--- config.mk ---
export PLATFORM = sky130hd
export DESIGN_NAME = mem_port_arbiter
export DESIGN_NICKNAME = d
export VERILOG_FILES = /design/src/rtl/mem_port_arbiter.sv
export SDC_FILE = /design/constraint.sdc
export NUM_CORES = 1
export LEC_CHECK = 0
export CAP_MARGIN = 20
export CORE_ASPECT_RATIO = 0.8
export CORE_UTILIZATION = 25
export CTS_CLUSTER_DIAMETER = 150
export CTS_CLUSTER_SIZE = 14
export DETAILED_ROUTE_END_ITERATION = 8
export PLACE_DENSITY = 0.67
export REMOVE_ABC_BUFFERS = 1
export SKIP_CTS_REPAIR_TIMING = 1
export SYNTH_ARGS = -nofsm -noshare
export SYNTH_HDL_FRONTEND = slang
export SYNTH_SLANG_ARGS = --single-unit
export TNS_END_PERCENT = 5
--- constraint.sdc ---
create_clock -name clk -period 4.27 [get_ports clk]
set_clock_uncertainty 0.15 [all_clocks]
set_input_delay 1.0675 -clock clk [delete_from_list [all_inputs] [get_ports clk]]
set_output_delay 1.0675 -clock clk [all_outputs]
set_load 0.01 [all_outputs]
--- src/rtl/mem_port_arbiter.sv ---
// Single-port memory arbiter between instruction fetch and load/store.
// Sequences each access for LAT cycles and generates the pipeline stall terms.
module mem_port_arbiter #(
  parameter int unsigned LAT = 2
) (
  input  logic        clk,
  input  logic        rst_n,
  input  logic        i_req,
  input  logic [15:0] i_addr,
  input  logic        i_abort,
  input  logic        d_re,
  input  logic        d_we,
  input  logic [15:0] d_addr,
  input  logic [15:0] d_wdata,
  input  logic        hlt,
  output logic [15:0] mem_addr,
  output logic [15:0] mem_wdata,
  output logic        mem_re,
  output logic        mem_we,
  input  logic [15:0] mem_rdata,
  output logic [15:0] i_rdata,
  output logic        i_valid,
  output logic [15:0] d_rdata,
  output logic        d_valid,
  output logic        stall_if,
  output logic        stall_mem
);

  typedef enum logic [1:0] {
    IDLE   = 2'd0,
    BUSY_I = 2'd1,
    BUSY_D = 2'd2
  } state_e;

  localparam logic [3:0] CNT_LOAD = 4'(LAT - 1);

  state_e      state_q, state_d;
  logic [3:0]  cnt_q, cnt_d;
  logic        last_grant_q, last_grant_d;
  logic        squash_q, squash_d;
  logic [15:0] addr_q, addr_d;
  logic [15:0] wdata_q, wdata_d;

  logic        i_want_s;
  logic        d_want_s;
  logic        grant_i_s;
  logic        grant_d_s;
  logic        done_s;

  // Next-state: grant selection, latency countdown and squash tracking.
  always_comb begin
    state_d      = state_q;
    cnt_d        = cnt_q;
    last_grant_d = last_grant_q;
    squash_d     = squash_q;
    addr_d       = addr_q;
    wdata_d      = wdata_q;
    grant_i_s    = 1'b0;
    grant_d_s    = 1'b0;
    done_s       = 1'b0;
    i_want_s     = i_req & ~i_abort;
    d_want_s     = d_re | d_we;

    case (state_q)
      IDLE: begin
        if (!hlt) begin
          // D wins contention unless it had the previous grant.
          if (d_want_s && (!i_want_s || !last_grant_q)) begin
            grant_d_s = 1'b1;
          end else if (i_want_s) begin
            grant_i_s = 1'b1;
          end else begin
            grant_d_s = 1'b0;
          end
        end else begin
          grant_d_s = 1'b0;
        end
      end
      BUSY_I, BUSY_D: begin
        if (cnt_q == 4'd0) begin
          done_s  = 1'b1;
          state_d = IDLE;
        end else begin
          cnt_d = cnt_q - 4'd1;
        end
      end
      default: begin
        state_d = IDLE;
      end
    endcase

    if (grant_d_s) begin
      state_d      = BUSY_D;
      cnt_d        = CNT_LOAD;
      last_grant_d = 1'b1;
      squash_d     = 1'b0;
      addr_d       = d_addr;
      wdata_d      = d_wdata;
    end else if (grant_i_s) begin
      state_d      = BUSY_I;
      cnt_d        = CNT_LOAD;
      last_grant_d = 1'b0;
      squash_d     = 1'b0;
      addr_d       = i_addr;
    end else if ((state_q == BUSY_I) && i_abort) begin
      squash_d = 1'b1;
    end else begin
      squash_d = squash_q;
    end
  end

  // State register; reset discards any in-flight access.
  always_ff @(posedge clk or negedge rst_n) begin
    if (!rst_n) begin
      state_q      <= IDLE;
      cnt_q        <= 4'd0;
      last_grant_q <= 1'b0;
      squash_q     <= 1'b0;
      addr_q       <= 16'h0000;
      wdata_q      <= 16'h0000;
    end else begin
      state_q      <= state_d;
      cnt_q        <= cnt_d;
      last_grant_q <= last_grant_d;
      squash_q     <= squash_d;
      addr_q       <= addr_d;
      wdata_q      <= wdata_d;
    end
  end

  // Output decode; every output is held low while reset is asserted.
  always_comb begin
    mem_addr  = 16'h0000;
    mem_wdata = 16'h0000;
    mem_re    = 1'b0;
    mem_we    = 1'b0;
    i_rdata   = 16'h0000;
    i_valid   = 1'b0;
    d_rdata   = 16'h0000;
    d_valid   = 1'b0;
    stall_if  = 1'b0;
    stall_mem = 1'b0;

    if (rst_n) begin
      if (grant_d_s) begin
        mem_addr  = d_addr;
        mem_wdata = d_wdata;
        mem_re    = d_re;
        mem_we    = d_we;
      end else if (grant_i_s) begin
        mem_addr  = i_addr;
        mem_wdata = wdata_q;
        mem_re    = 1'b1;
      end else begin
        mem_addr  = addr_q;
        mem_wdata = wdata_q;
      end

      i_valid = done_s & (state_q == BUSY_I) & ~squash_q & ~i_abort;
      d_valid = done_s & (state_q == BUSY_D);

      if (i_valid) begin
        i_rdata = mem_rdata;
      end else begin
        i_rdata = 16'h0000;
      end

      if (d_valid) begin
        d_rdata = mem_rdata;
      end else begin
        d_rdata = 16'h0000;
      end

      stall_if  = i_req & ~i_valid & ~i_abort;
      stall_mem = (d_re | d_we) & ~d_valid;
    end else begin
      mem_addr = 16'h0000;
    end
  end

endmodule

==> metrics, run 1 <==
CP arrival around 3 ns; Period Utilization, post-route 1.01; Tmin final roughly 4.3 ns; Detailed Routing Iterations Pass 1 4; critical path type in2out; # DRC 0; largest net degree at the start of global routing just over 50; Area Growth Syn to Fin 70.1%; Clock Path Buffers 2; die height around 93 µm; antenna viol nets, final 0; failing checks negative setup slack; via count 2755; reg2reg setup slack ~2.1 ns; post-route setup slack -0.0416 ns; slowest stage delay, CP around 0.54 ns; outcome finished, violations left; Setup-failing EPs final 19; synthesized area per cell between 8 and 9 µm²; Crit Path Max Fanout 9; HP Start wdata_q[5]; Slew HR 0.526; Reg clk slew, reported paths around 0.060 ns; most instantiated library cell after synthesis nand3_1; DR vias/cell 4.74; largest cells by area after synthesis dfrtp_1, nand3_1, and2_1; Synth top cells by count nand3_1, and2_1, dfrtp_1; antenna cells 0; FFs w/ async S/R, synth 1.00; starting density of the core 0.263; drt initial violations roughly 120; switching share of power 0.344; antenna violations before repair 0; Ys Warns 0; Final Hold Vio Count 0; fmax 0.232 GHz; Switch Pwr roughly 0.00071 W; EDFF count, synth 0; RR Endpoint state_q[0]; actual slew at the worst max-slew pin approximately 0.71 ns; cell-internal power between 0.001 and 0.0015 W; startpoint types input pin; PwrDens approximately 470 mW/mm²; worst-case reg-to-reg path depth 6; vias in the first global route 2660; netlist area before placement 0.00260 mm²; CP endpoint kind output port; Logic pwr share 0.513; r2r startpoint state_q[1]; gr usage total 0.147; Clk network pwr share 0.173; GPL Wtd Cong approximately 0.83; CP top delay family buffers and inverters; I/O pins approximately 140; Slowest cell on crit path clkdlybuf4s50_1; final WL 7.99 mm; Setup TNS -0.470 ns; sequential area share after synthesis 0.384; CTS Sinks 40; Final Util 0.448; Seq pwr share 0.314; total grt overflow 0; post-synth cell types 40; input/output buffers 140; mean routed wirelength per cell 13.7 µm; share of cells above drive strength 1 0.137; Worst-Skew Late Latency 0.28 ns; die area 0.0108 mm²; Yosys reg bits 40; area share of the largest cell type after synthesis 0.384; Max Cap Viol 0; CTS tree done; core region area 0.00989 mm²; first-pass GRT wire length around 13 mm; RSZ-0062 raised after global routing true; Hold Path End wdata_q[5]; Slew Limit Fails 0; # nets final approximately 520; worst ir drop on vdd 0.000230 V; Worst Path Buf+Inv 4; H-Tree Depth 2; Die X 116 µm; CTS Buf Count 5; Hold WC Path Type reg2reg; WP data required between 3 and 4 ns; hold path depth 1; num rows 32; leakage ~2.0 nW; root buf cell clkbuf_16; area leader, netlist dfrtp_1; crit-path cells clkdlybuf4s50_1, or2_4, buf_4, o21ai_4, buf_6, nand3_1, nand3_1, clkdlybuf4s50_1; Mapped Cells about 300; HPWL after DPL about 6.0 mm; ys flop type dfrtp_1
[power by group through the flow]
stage / sequential, W / combinational [W] / clock [W]
finish: 0.000651 / 0.00107 / 0.000358
global route: 0.000673 / 0.00118 / 0.000390
CTS: 0.000652 / 0.00104 / 0.000368
global placement: 0.000649 / 0.00102 / 0
detailed placement: 0.000656 / 0.00103 / 0
floorplan: 0.000629 / 0.000592 / 0
[how the worst max path moves through the flow]
stage	to	from	depth (start not counted)
floorplan	mem_addr[0]	d_we	4
global placement	mem_wdata[6]	d_we	6
detailed placement	mem_wdata[2]	d_we	6
CTS	mem_wdata[2]	d_we	6
global route	mem_addr[13]	i_abort	8
finish	mem_addr[13]	d_we	8
[routing by layer]
layer,wire length (µm),part of all wire,track usage
met5,0,0,0
met4,59,0.0074,0.0331
met1,3300,0.41,0.192
met2,3620,0.45,0.228
met3,1000,0.13,0.0577
[area by class of cell]
class                   count  area, µm²
fillers                   984       5460
repair buffers            166       1620
multi-input cells         228       1490
flip-flops and latches     40       1000
well taps                 136        170
clock buffers               6        129
inverters                   4       15.0
clock inverters             1       5.00
[cells by family after synthesis]
kind of cell	count (synthesis)	synth area share
xor+xnor	3	0.0101
mux	16	0.0807
compound gates	28	0.0807
buf+inv	28	0.0553
flops	40	0.384
fa+ha+maj	5	0.0240
simple gates	175	0.365
[cell usage in the layout (no fill, tap or decap), drive strengths merged, types with 2 or more instances in the layout]
cell type and count:
nor3b 2, and2 50, buf 27, and3 4, nor2 6, nand2 38, inv 4, xor2 2
o211a 2, dlymetal6s2s 7, dfrtp 40, nand3 68, o21ai 2, mux2 16, a22oi 16, a21oi 3
ha 5, clkdlybuf4s50 132, nor2b 2, clkbuf 6
[sequential cells by signal, summed over array words and instances (netlist names)]
name,cells
squash_q,1
wdata_q,16
state_q,2
addr_q,16
cnt_q,4
last_grant_q,1
[worst register-to-register path, cell delays in order (launching register included)]
cell      delay (ns)
dfrtp_1         0.41
inv_1           0.09
ha_1            0.18
nor2b_4         0.26
buf_6           0.16
and3_1          0.62
o21bai_1        0.15
[through the flow]
step	hold WS (ns)	std cells	area, µm²	setup WS [ns]	power [W]
3_3_place_gp	0.322	570	4210	-0.0582	0.00166
4_1_cts	0.343	577	4350	-0.0839	0.00206
3_5_place_dp	0.327	570	4210	-0.0789	0.00169
5_1_grt	0.359	581	4430	-0.135	0.00224
6_report	0.340	581	4430	-0.0416	0.00208
2_1_floorplan	0.304	271	2470	0.657	0.00122
(Power assumes the default switching activity.)
==> run 2, diff against run 1 <==
--- a/config.mk
+++ b/config.mk
@@ -7,6 +7,7 @@
 export LEC_CHECK = 0
 export CAP_MARGIN = 20
 export CORE_ASPECT_RATIO = 0.8
+export CORE_MARGIN = 5
 export CORE_UTILIZATION = 25
 export CTS_CLUSTER_DIAMETER = 150
 export CTS_CLUSTER_SIZE = 14
==> metrics, run 2 (synthesis gave the netlist of run 1 again) <==
outcome complete, no violations; Period Utilization, post-route 0.987 (-0.0225); Crit Path Max Fanout 8 (-1); GPL Wtd Cong 0.781 (-5.8%); Final Hold Vio Count 0 (unchanged); Hold WC Path Type reg2reg; WP data required 3.05 ns (about the same); input/output buffers 140 (unchanged); leakage 2.25 nW (+11%); drt initial violations 128 (+3.2%); CP endpoint kind output port; core region area 0.0102 mm² (+3.1%); gr usage total 0.130 (-0.0168); Setup-failing EPs final 0 (-19); worst ir drop on vdd 0.000420 V (+82%); Clock Path Buffers 2 (unchanged); Die X 124 µm (+6.9%); most frequent cells in the layout clkdlybuf4s50_1, nand3_1, and2_1; num rows 33 (+3.1%); Area Growth Syn to Fin 74.4%; dpl cell area 0.00426 mm² (+1.1%); largest net degree at the start of global routing 53 (+3.9%); commonest non-fill, non-tap cell in the layout clkdlybuf4s50_1; Fill cells 1004 (+2.0%); H-Tree Depth 2 (unchanged); # nets final 518 (-0.58%); CTS Sinks 40 (unchanged); I/O pins 141 (unchanged); Max Cap Viol 0 (unchanged); post-route cell area 0.00454 mm² (+2.5%); DR vias/cell 4.71 (-0.74%); mean routed wirelength per cell 14.7 µm (+7.3%); critical path type in2out; actual slew at the worst max-slew pin 0.706 ns (-0.00477 ns); via count 2744 (-0.40%); fmax 0.237 GHz (+2.3%); hold path depth 1 (unchanged); total grt overflow 0 (unchanged); # DRC 0 (unchanged); Slew HR 0.529 (+0.00318); antenna cells 0 (unchanged); CP arrival 3.00 ns (-0.09 ns); startpoint types input pin; antenna viol nets, final 0 (unchanged); HPWL after DPL 6.60 mm (+10%); Slew Limit Fails 0 (unchanged); final WL 8.60 mm (+7.7%); CTS tree done; Tmin final 4.22 ns (-0.0961 ns); RSZ-0062 raised after global routing true; vias in the first global route 2776 (+4.4%); Worst-Skew Late Latency 0.28 ns (about the same); starting density of the core 0.255 (-0.00798); die area 0.0126 mm² (+16%); antenna violations before repair 0 (unchanged); worst-case reg-to-reg path depth 7 (+1); Setup TNS 0 ns (+0.470 ns); PwrDens 475 mW/mm² (+1.3%); Detailed Routing Iterations Pass 1 4 (unchanged); Reg clk slew, reported paths 0.06 ns (about the same); largest registers addr_q x16, wdata_q x16, cnt_q x4; CTS Buf Count 5 (unchanged); root buf cell clkbuf_16; die height 101 µm (+8.6%); share of cells above drive strength 1 0.138 (+0.000619); first-pass GRT wire length 13.5 mm (+6.4%)
## run 2: changes by cell type in the layout (fill, tap and decap cells not counted), moves of 2 or more
cell	previous run	this run
buf_4	21	19
clkdlybuf4s50_1	132	118
buf_12	0	4
dlymetal6s2s_1	7	21
buf_6	4	0
## run 2: final timing paths
path	slack (ns)	startpoint	endpoint
worst max-delay path	0.05	d_we	mem_wdata[13]
worst min register to register	0.34	wdata_q[12]	wdata_q[12]
min in group asynchronous	0.71	rst_n	last_grant_q
worst min-delay path	0.34	wdata_q[12]	wdata_q[12]
worst max register to register	2.17	state_q[1]	addr_q[14]
max in group asynchronous	2.75	rst_n	wdata_q[4]
## run 2: layout make-up
| cell class | count | area (µm²) | share of cell area |
|---|---|---|---|
| clock buffers | 5 | 125 | 0.0276 |
| clock inverters | 3 | 42.5 | 0.00937 |
| inverters | 4 | 15.0 | 0.00331 |
| multi-input cells | 227 | 1490 | 0.327 |
| flip-flops and latches | 40 | 1000 | 0.220 |
| well taps | 140 | 175 | 0.0386 |
| repair buffers | 164 | 1700 | 0.374 |
## run 2: power breakdown
group	leakage [nW]	internal, W	switching (W)
registers	0.486	0.000561	0.0000918
logic	1.68	0.000596	0.000480
clock network	0.0798	0.000275	0.000153
total	2.25	0.00143	0.000725
## run 2: layer usage
metal	part of all wire	up-vias	global-route usage	wire length, µm
met5	0	-	0	0
li1	-	1310	-	-
met4	0.0040	0	0.0202	34
met3	0.14	2	0.0542	1190
met2	0.44	158	0.211	3820
met1	0.41	1274	0.167	3560
## run 2: worst max-delay path: stages
cell and delay, ns:
clkdlybuf4s50_1 0.44, or2_4 0.30, nand3_4 0.12, buf_12 0.14, mux2_4 0.30, and2_4 0.15
clkdlybuf4s50_1 0.47
## run 2: through the flow
stage / total power (W) / worst slack, ns / util / instances / hold slack [ns]
floorplan: 0.00122 / 0.657 / - / 271 / 0.304
global placement: 0.00169 / -0.0355 / 0.418 / 573 / 0.322
detailed placement: 0.00172 / -0.0651 / 0.418 / 573 / 0.327
CTS: 0.00217 / -0.0727 / 0.434 / 581 / 0.345
global route: 0.00232 / -0.0160 / 0.445 / 583 / 0.352
finish: 0.00216 / 0.0545 / 0.445 / 583 / 0.343
==> run 3, diff against run 2 <==
--- a/config.mk
+++ b/config.mk
@@ -10,9 +10,10 @@
 export CORE_MARGIN = 5
 export CORE_UTILIZATION = 25
 export CTS_CLUSTER_DIAMETER = 150
-export CTS_CLUSTER_SIZE = 14
+export CTS_CLUSTER_SIZE = 8
 export DETAILED_ROUTE_END_ITERATION = 8
 export PLACE_DENSITY = 0.67
+export RECOVER_POWER = 50
 export REMOVE_ABC_BUFFERS = 1
 export SKIP_CTS_REPAIR_TIMING = 1
 export SYNTH_ARGS = -nofsm -noshare
==> results of run 3 <==
Final layout, timing and power as in run 2 (identical DEF).
